File: src/rtl/riscv_pkg.sv
// Shared types for the data-memory port arbiter.
//   arb_owner_e : which requester owns the access issued last cycle, and
//                 therefore which one receives the response this cycle.
package riscv_pkg;

    typedef enum logic [1:0] {
        OWN_NONE = 2'd0,
        OWN_CORE = 2'd1,
        OWN_DBG  = 2'd2
    } arb_owner_e;

endpackage

File: src/rtl/arb_starve_ctr.sv
// Saturating wait counter used to bound how long the debug port can be
// starved by the core.
//   clk_i  : clock, rising edge
//   rst_i  : asynchronous active-high reset, clears the count
//   inc_i  : debug still waiting this cycle, count up (saturating)
//   clr_i  : debug granted or not requesting, count returns to zero
//   sat_o  : count has reached MaxDbgWait, debug must win next arbitration
module arb_starve_ctr #(
    parameter int MaxDbgWait = 4
) (
    input  logic clk_i,
    input  logic rst_i,
    input  logic inc_i,
    input  logic clr_i,
    output logic sat_o
);

    localparam int              CW     = $clog2(MaxDbgWait + 1);
    localparam logic [CW-1:0]   MaxCnt = CW'(MaxDbgWait);

    logic [CW-1:0] cnt_q;
    logic [CW-1:0] cnt_d;

    // Next count: clear wins over increment, increment stops at the ceiling.
    always_comb begin
        cnt_d = cnt_q;
        if (clr_i) begin
            cnt_d = {CW{1'b0}};
        end else if (inc_i && (cnt_q != MaxCnt)) begin
            cnt_d = cnt_q + CW'(1);
        end else begin
            cnt_d = cnt_q;
        end
    end

    // Count register.
    always_ff @(posedge clk_i or posedge rst_i) begin
        if (rst_i) begin
            cnt_q <= {CW{1'b0}};
        end else begin
            cnt_q <= cnt_d;
        end
    end

    assign sat_o = (cnt_q == MaxCnt);

endmodule

File: src/rtl/dmem_port_arbiter.sv
// Shares one single-ported synchronous data memory between the pipeline MEM
// stage (loads/stores) and a read-only debug port. The core normally wins;
// after MaxDbgWait cycles of waiting the debug port pre-empts it for one slot.
//   core_*  : core request/grant/response (response 1 cycle after grant)
//   dbg_*   : debug read request/grant/response (response 1 cycle after grant)
//   mem_*   : memory strobe, write enable, byte enables, word address, data
//   stall_o : core is requesting but not granted this cycle
module dmem_port_arbiter
    import riscv_pkg::*;
#(
    parameter int XLEN       = 32,
    parameter int AW         = 32,
    parameter int MaxDbgWait = 4
) (
    input  logic              clk_i,
    input  logic              rst_i,
    input  logic              core_req_i,
    input  logic              core_we_i,
    input  logic [XLEN/8-1:0] core_be_i,
    input  logic [AW-1:0]     core_addr_i,
    input  logic [XLEN-1:0]   core_wdata_i,
    output logic              core_gnt_o,
    output logic              core_rvalid_o,
    output logic [XLEN-1:0]   core_rdata_o,
    input  logic              dbg_req_i,
    input  logic [AW-1:0]     dbg_addr_i,
    output logic              dbg_gnt_o,
    output logic              dbg_rvalid_o,
    output logic [XLEN-1:0]   dbg_rdata_o,
    output logic              mem_en_o,
    output logic              mem_we_o,
    output logic [XLEN/8-1:0] mem_be_o,
    output logic [AW-3:0]     mem_addr_o,
    output logic [XLEN-1:0]   mem_wdata_o,
    input  logic [XLEN-1:0]   mem_rdata_i,
    output logic              stall_o
);

    localparam int BW = XLEN / 8;

    arb_owner_e owner_q;
    arb_owner_e owner_d;
    logic       rd_q;
    logic       rd_d;
    logic       sat_s;
    logic       unused_addr_bits_s;

    // Byte offsets inside a word never reach the memory; the core expresses
    // sub-word stores through core_be_i instead.
    assign unused_addr_bits_s = ^{core_addr_i[1:0], dbg_addr_i[1:0]};

    arb_starve_ctr #(
        .MaxDbgWait (MaxDbgWait)
    ) u_starve_ctr (
        .clk_i (clk_i),
        .rst_i (rst_i),
        .inc_i (dbg_req_i & ~dbg_gnt_o),
        .clr_i (dbg_gnt_o | ~dbg_req_i),
        .sat_o (sat_s)
    );

    // Arbitration and memory-port mux; reset forces every strobe low so the
    // memory sees no access while the block is held in reset.
    always_comb begin
        core_gnt_o  = 1'b0;
        dbg_gnt_o   = 1'b0;
        mem_en_o    = 1'b0;
        mem_we_o    = 1'b0;
        mem_be_o    = {BW{1'b0}};
        mem_addr_o  = {(AW-2){1'b0}};
        mem_wdata_o = {XLEN{1'b0}};
        owner_d     = OWN_NONE;
        rd_d        = 1'b0;
        if (rst_i) begin
            owner_d = OWN_NONE;
        end else if (dbg_req_i && (sat_s || !core_req_i)) begin
            // Debug wins when the core is idle or debug has waited long enough.
            dbg_gnt_o  = 1'b1;
            mem_en_o   = 1'b1;
            mem_addr_o = dbg_addr_i[AW-1:2];
            owner_d    = OWN_DBG;
            rd_d       = 1'b1;
        end else if (core_req_i) begin
            core_gnt_o  = 1'b1;
            mem_en_o    = 1'b1;
            mem_we_o    = core_we_i;
            mem_be_o    = core_be_i;
            mem_addr_o  = core_addr_i[AW-1:2];
            mem_wdata_o = core_wdata_i;
            owner_d     = OWN_CORE;
            rd_d        = ~core_we_i;
        end else begin
            owner_d = OWN_NONE;
        end
    end

    // Remember who owns the in-flight access so its response is routed back.
    always_ff @(posedge clk_i or posedge rst_i) begin
        if (rst_i) begin
            owner_q <= OWN_NONE;
            rd_q    <= 1'b0;
        end else begin
            owner_q <= owner_d;
            rd_q    <= rd_d;
        end
    end

    assign stall_o       = core_req_i & ~core_gnt_o & ~rst_i;
    assign core_rvalid_o = (owner_q == OWN_CORE);
    assign dbg_rvalid_o  = (owner_q == OWN_DBG);
    // Store acknowledgements return zero data rather than stale memory output.
    assign core_rdata_o  = ((owner_q == OWN_CORE) && rd_q) ? mem_rdata_i : {XLEN{1'b0}};
    assign dbg_rdata_o   = ((owner_q == OWN_DBG)  && rd_q) ? mem_rdata_i : {XLEN{1'b0}};

endmodule

File: config.mk
export PLATFORM = sky130hd
export DESIGN_NAME = dmem_port_arbiter
export DESIGN_NICKNAME = d
export VERILOG_FILES = /design/src/rtl/riscv_pkg.sv /design/src/rtl/arb_starve_ctr.sv /design/src/rtl/dmem_port_arbiter.sv
export SDC_FILE = /design/constraint.sdc
export NUM_CORES = 1
export LEC_CHECK = 0
export ABC_AREA = 1
export ABC_CLOCK_PERIOD_IN_PS = 4100
export CAP_MARGIN = 20
export CORE_AREA = 2 2 106 108
export DETAILED_ROUTE_END_ITERATION = 16
export DIE_AREA = 0 0 108 110
export PLACE_DENSITY = 0.62
export SLEW_MARGIN = 10
export SYNTH_ARGS = -nofsm -noshare
export SYNTH_HDL_FRONTEND = slang
export SYNTH_SLANG_ARGS = --single-unit
File: constraint.sdc
create_clock -name clk_i -period 4.1 [get_ports clk_i]
set_input_delay 1.025 -clock clk_i [delete_from_list [all_inputs] [get_ports clk_i]]
set_output_delay 1.025 -clock clk_i [all_outputs]
set_load 0.01 [all_outputs]
==> impl_metrics.json <==
{
  "cts_made_buffers": 3,
  "cts_tree": "yes",
  "synth-seq-area-share_pct": 9.95,
  "end_kind": "primary output",
  "place_ws_ns": 0.334,
  "die_x_um": 108,
  "place.gp.congestion": 0.771,
  "htreeDepth": 1,
  "avgSynthCellArea_um2": 4.60,
  "cap_viol_max_count": 0,
  "start_util_pct": 14.1,
  "r2r_setup_slack_ns": 2.63,
  "p_leak_uw": 0.00211,
  "status": "finished, final reports clean",
  "clk_path_buf_depth": 2,
  "core.rowCount": 38,
  "ctsHoldBuffers": 0,
  "synth_cell_types": 15,
  "syn_inst": 328,
  "crit_chain": "clkdlybuf4s50_1 > inv_1 > nor2_2 > buf_4 > nand3_1 > nand2_1 > clkdlybuf4s50_1",
  "grt_max_degree": 39,
  "tightest_slew_ns": 0.374,
  "synth_top_area_share_pct": 27.4,
  "critical_path_depth": 7,
  "drv_slew": 0,
  "ys_top_cells_by_area": "nor2_1 27%, nand3_1 20%, inv_1 20%",
  "drt_pass1_iterations": 4,
  "endpoint": "mem_addr_o[18]",
  "fmax_mhz": 265,
  "startpoint_type": "primary input",
  "post_cts_buffers": 0,
  "antenna_cells": 0,
  "die_h_um": 110,
  "viasPerCell": 4.00,
  "regToRegStartpoint": "u_starve_ctr.cnt_q[0]",
  "cp.arrival_ns": 2.75,
  "area_growth_syn_to_layout_pct": 191,
  "cts_resized": 0,
  "r2r_cells": 8,
  "setup_tns_ns": 0,
  "yosys_warnings": 0,
  "dieArea_um2": 11900,
  "synthesis.area_um2": 1510,
  "r2r-end": "u_starve_ctr.cnt_q[0]",
  "post_drt_wl_per_cell_um": 11.9,
  "num_vias": 2916,
  "critPathKind": "primary input to primary output",
  "detail-route-antenna-nets": 0,
  "core_um2": 10700,
  "grt_usage_pct": 12.7,
  "ir_drop_uv": 83.2,
  "rsz0062_at_grt": "no",
  "ctsRootBufferMaster": "clkbuf_8",
  "place_area_um2": 4350,
  "finalWorstSetupSlack_ns": 0.327,
  "crit_family": "buffers and inverters",
  "power_density_nw_per_um2": 118,
  "cp.required_ns": 3.07,
  "worstPathMaxFanout": 16,
  "hp-class": "register to register",
  "relSlewSlack_pct": 75.0,
  "setup_viol": 0,
  "holdWs_ns": 0.629,
  "min_period_over_period_pct": 92.0,
  "path_buf_inv": 4,
  "synth_top_area_cell": "nor2_1",
  "critPathLaunch": "dbg_req_i",
  "grt_overflow": 0,
  "syn_nets": 467,
  "drt_iter0_markers": 89,
  "period_needed_ns": 3.77,
  "clkLatencyLatePin_ns": 0.22,
  "postLayoutCellArea_um2": 4390,
  "grt_pass1_vias": 2619,
  "drc": 0,
  "grt_pass1_wl_um": 12100,
  "clkSlewWorstSetupHoldPaths_ns": 0.03,
  "hold_violations": 0,
  "place_hpwl_um": 7290,
  "cp_slowest_cell": "clkdlybuf4s50_1",
  "grt_antenna_before_repair": 0,
  "cts_sinks": 6,
  "io_buffers": 269,
  "worst_path_largest_cell_delay_ns": 0.54,
  "final_nets": 730,
  "finalWirelength_um": 8640,
  "drive_gt1_share_pct": 3.40,
  "synth_seq_cells": 6,
  "clock_skew_ns": 0.00177,
  "io_pins": 274,
  "cpMostUsedCell": "clkdlybuf4s50_1"
}
-- area by class of cell --
| type | instances | area [µm²] |
|---|---|---|
| multi-input combinational | 219 | 936 |
| sequential | 6 | 150 |
| fill | 1112 | 6300 |
| tap | 140 | 175 |
| inverter | 81 | 304 |
| clock buffer | 3 | 41.3 |
| timing repair buffer | 280 | 2790 |
-- metrics by stage --
stage | cells | util (%) | total power [µW]
CTS | 729 | 41.1 | 522
finish | 729 | 41.1 | 517
detailed placement | 726 | 40.7 | 432
global placement | 726 | 40.7 | 427
floorplan | 328 | - | 193
global route | 729 | 41.1 | 552
-- placed cells by master, fill, tap and decap left out --
master | synthesis | final
nand2_1 | 39 | 39
nor2_1 | 110 | 109
nor2_2 | 1 | 2
ha_1 | 2 | 2
clkdlybuf4s50_1 | 0 | 269
inv_1 | 80 | 80
nand3_1 | 61 | 61
xor2_1 | 1 | 1
buf_12 | 0 | 1
dfrtp_1 | 6 | 6
clkbuf_8 | 0 | 3
nand2_2 | 3 | 3
a21oi_1 | 1 | 1
inv_2 | 1 | 1
o21ai_0 | 1 | 1
buf_4 | 0 | 10
-- metal layers --
layer  GRT usage [%]  routed length [µm]  vias up
li1                -                   -     1470
met3            3.88                1080       10
met5               0                   0        -
met2            25.3                4400      176
met4            4.03                 141        0
met1            12.5                3030     1260
-- registers in the layout, summed over array words and instances, names as in the netlist --
signal              count
u_starve_ctr.cnt_q      3
rd_q                    1
owner_q                 2
-- synth_stat cells --
| cell | instances |
|---|---|
| buf_2 | 13 |
| dfrtp_1 | 6 |
| inv_1 | 80 |
| buf_6 | 3 |
| xor2_1 | 1 |
| a21oi_1 | 1 |
| nor2_1 | 110 |
| o21ai_0 | 1 |
| inv_2 | 1 |
| nand2_1 | 39 |
| clkbuf_1 | 6 |
| nand2_2 | 3 |
| ha_1 | 2 |
| nand3_1 | 61 |
| nor2_2 | 1 |
-- logic make-up after synthesis --
kind of cell             count (synthesis)  synth area share [%]
adder cells (fa/ha/maj)                  2                  1.66
AND/OR/NAND/NOR                        214                  59.0
buffers and inverters                  103                  28.2
AO/OA/AOI/OAI                            2                 0.663
XOR/XNOR                                 1                 0.581
flip-flops                               6                  9.95
-- worst min-delay path, cell delays in order, from the launching register on --
cell	delay, ns
dfrtp_1	0.38
nor2_1	0.06
nor2_1	0.09
nor2_1	0.05
-- where the power goes --
part | internal [µW] | switching, µW | total, µW
Combinational | 219 | 141 | 360
Clock | 62.9 | 23.5 | 86.4
Sequential | 65.5 | 4.29 | 69.8
Total | 348 | 169 | 517
-- worst min-delay path by stage --
| stage | from | end | slack, ns | cells past startpoint |
|---|---|---|---|---|
| 5_1_grt | u_starve_ctr.cnt_q[1] | u_starve_ctr.cnt_q[1] | 0.67 | 4 |
| 3_3_place_gp | u_starve_ctr.cnt_q[1] | u_starve_ctr.cnt_q[1] | 0.62 | 4 |
| 3_5_place_dp | u_starve_ctr.cnt_q[1] | u_starve_ctr.cnt_q[1] | 0.63 | 4 |
| 6_report | u_starve_ctr.cnt_q[2] | u_starve_ctr.cnt_q[2] | 0.63 | 3 |
| 2_1_floorplan | u_starve_ctr.cnt_q[1] | u_starve_ctr.cnt_q[1] | 0.59 | 4 |
| 4_1_cts | u_starve_ctr.cnt_q[2] | u_starve_ctr.cnt_q[2] | 0.64 | 3 |
(Power assumes the default switching activity.)
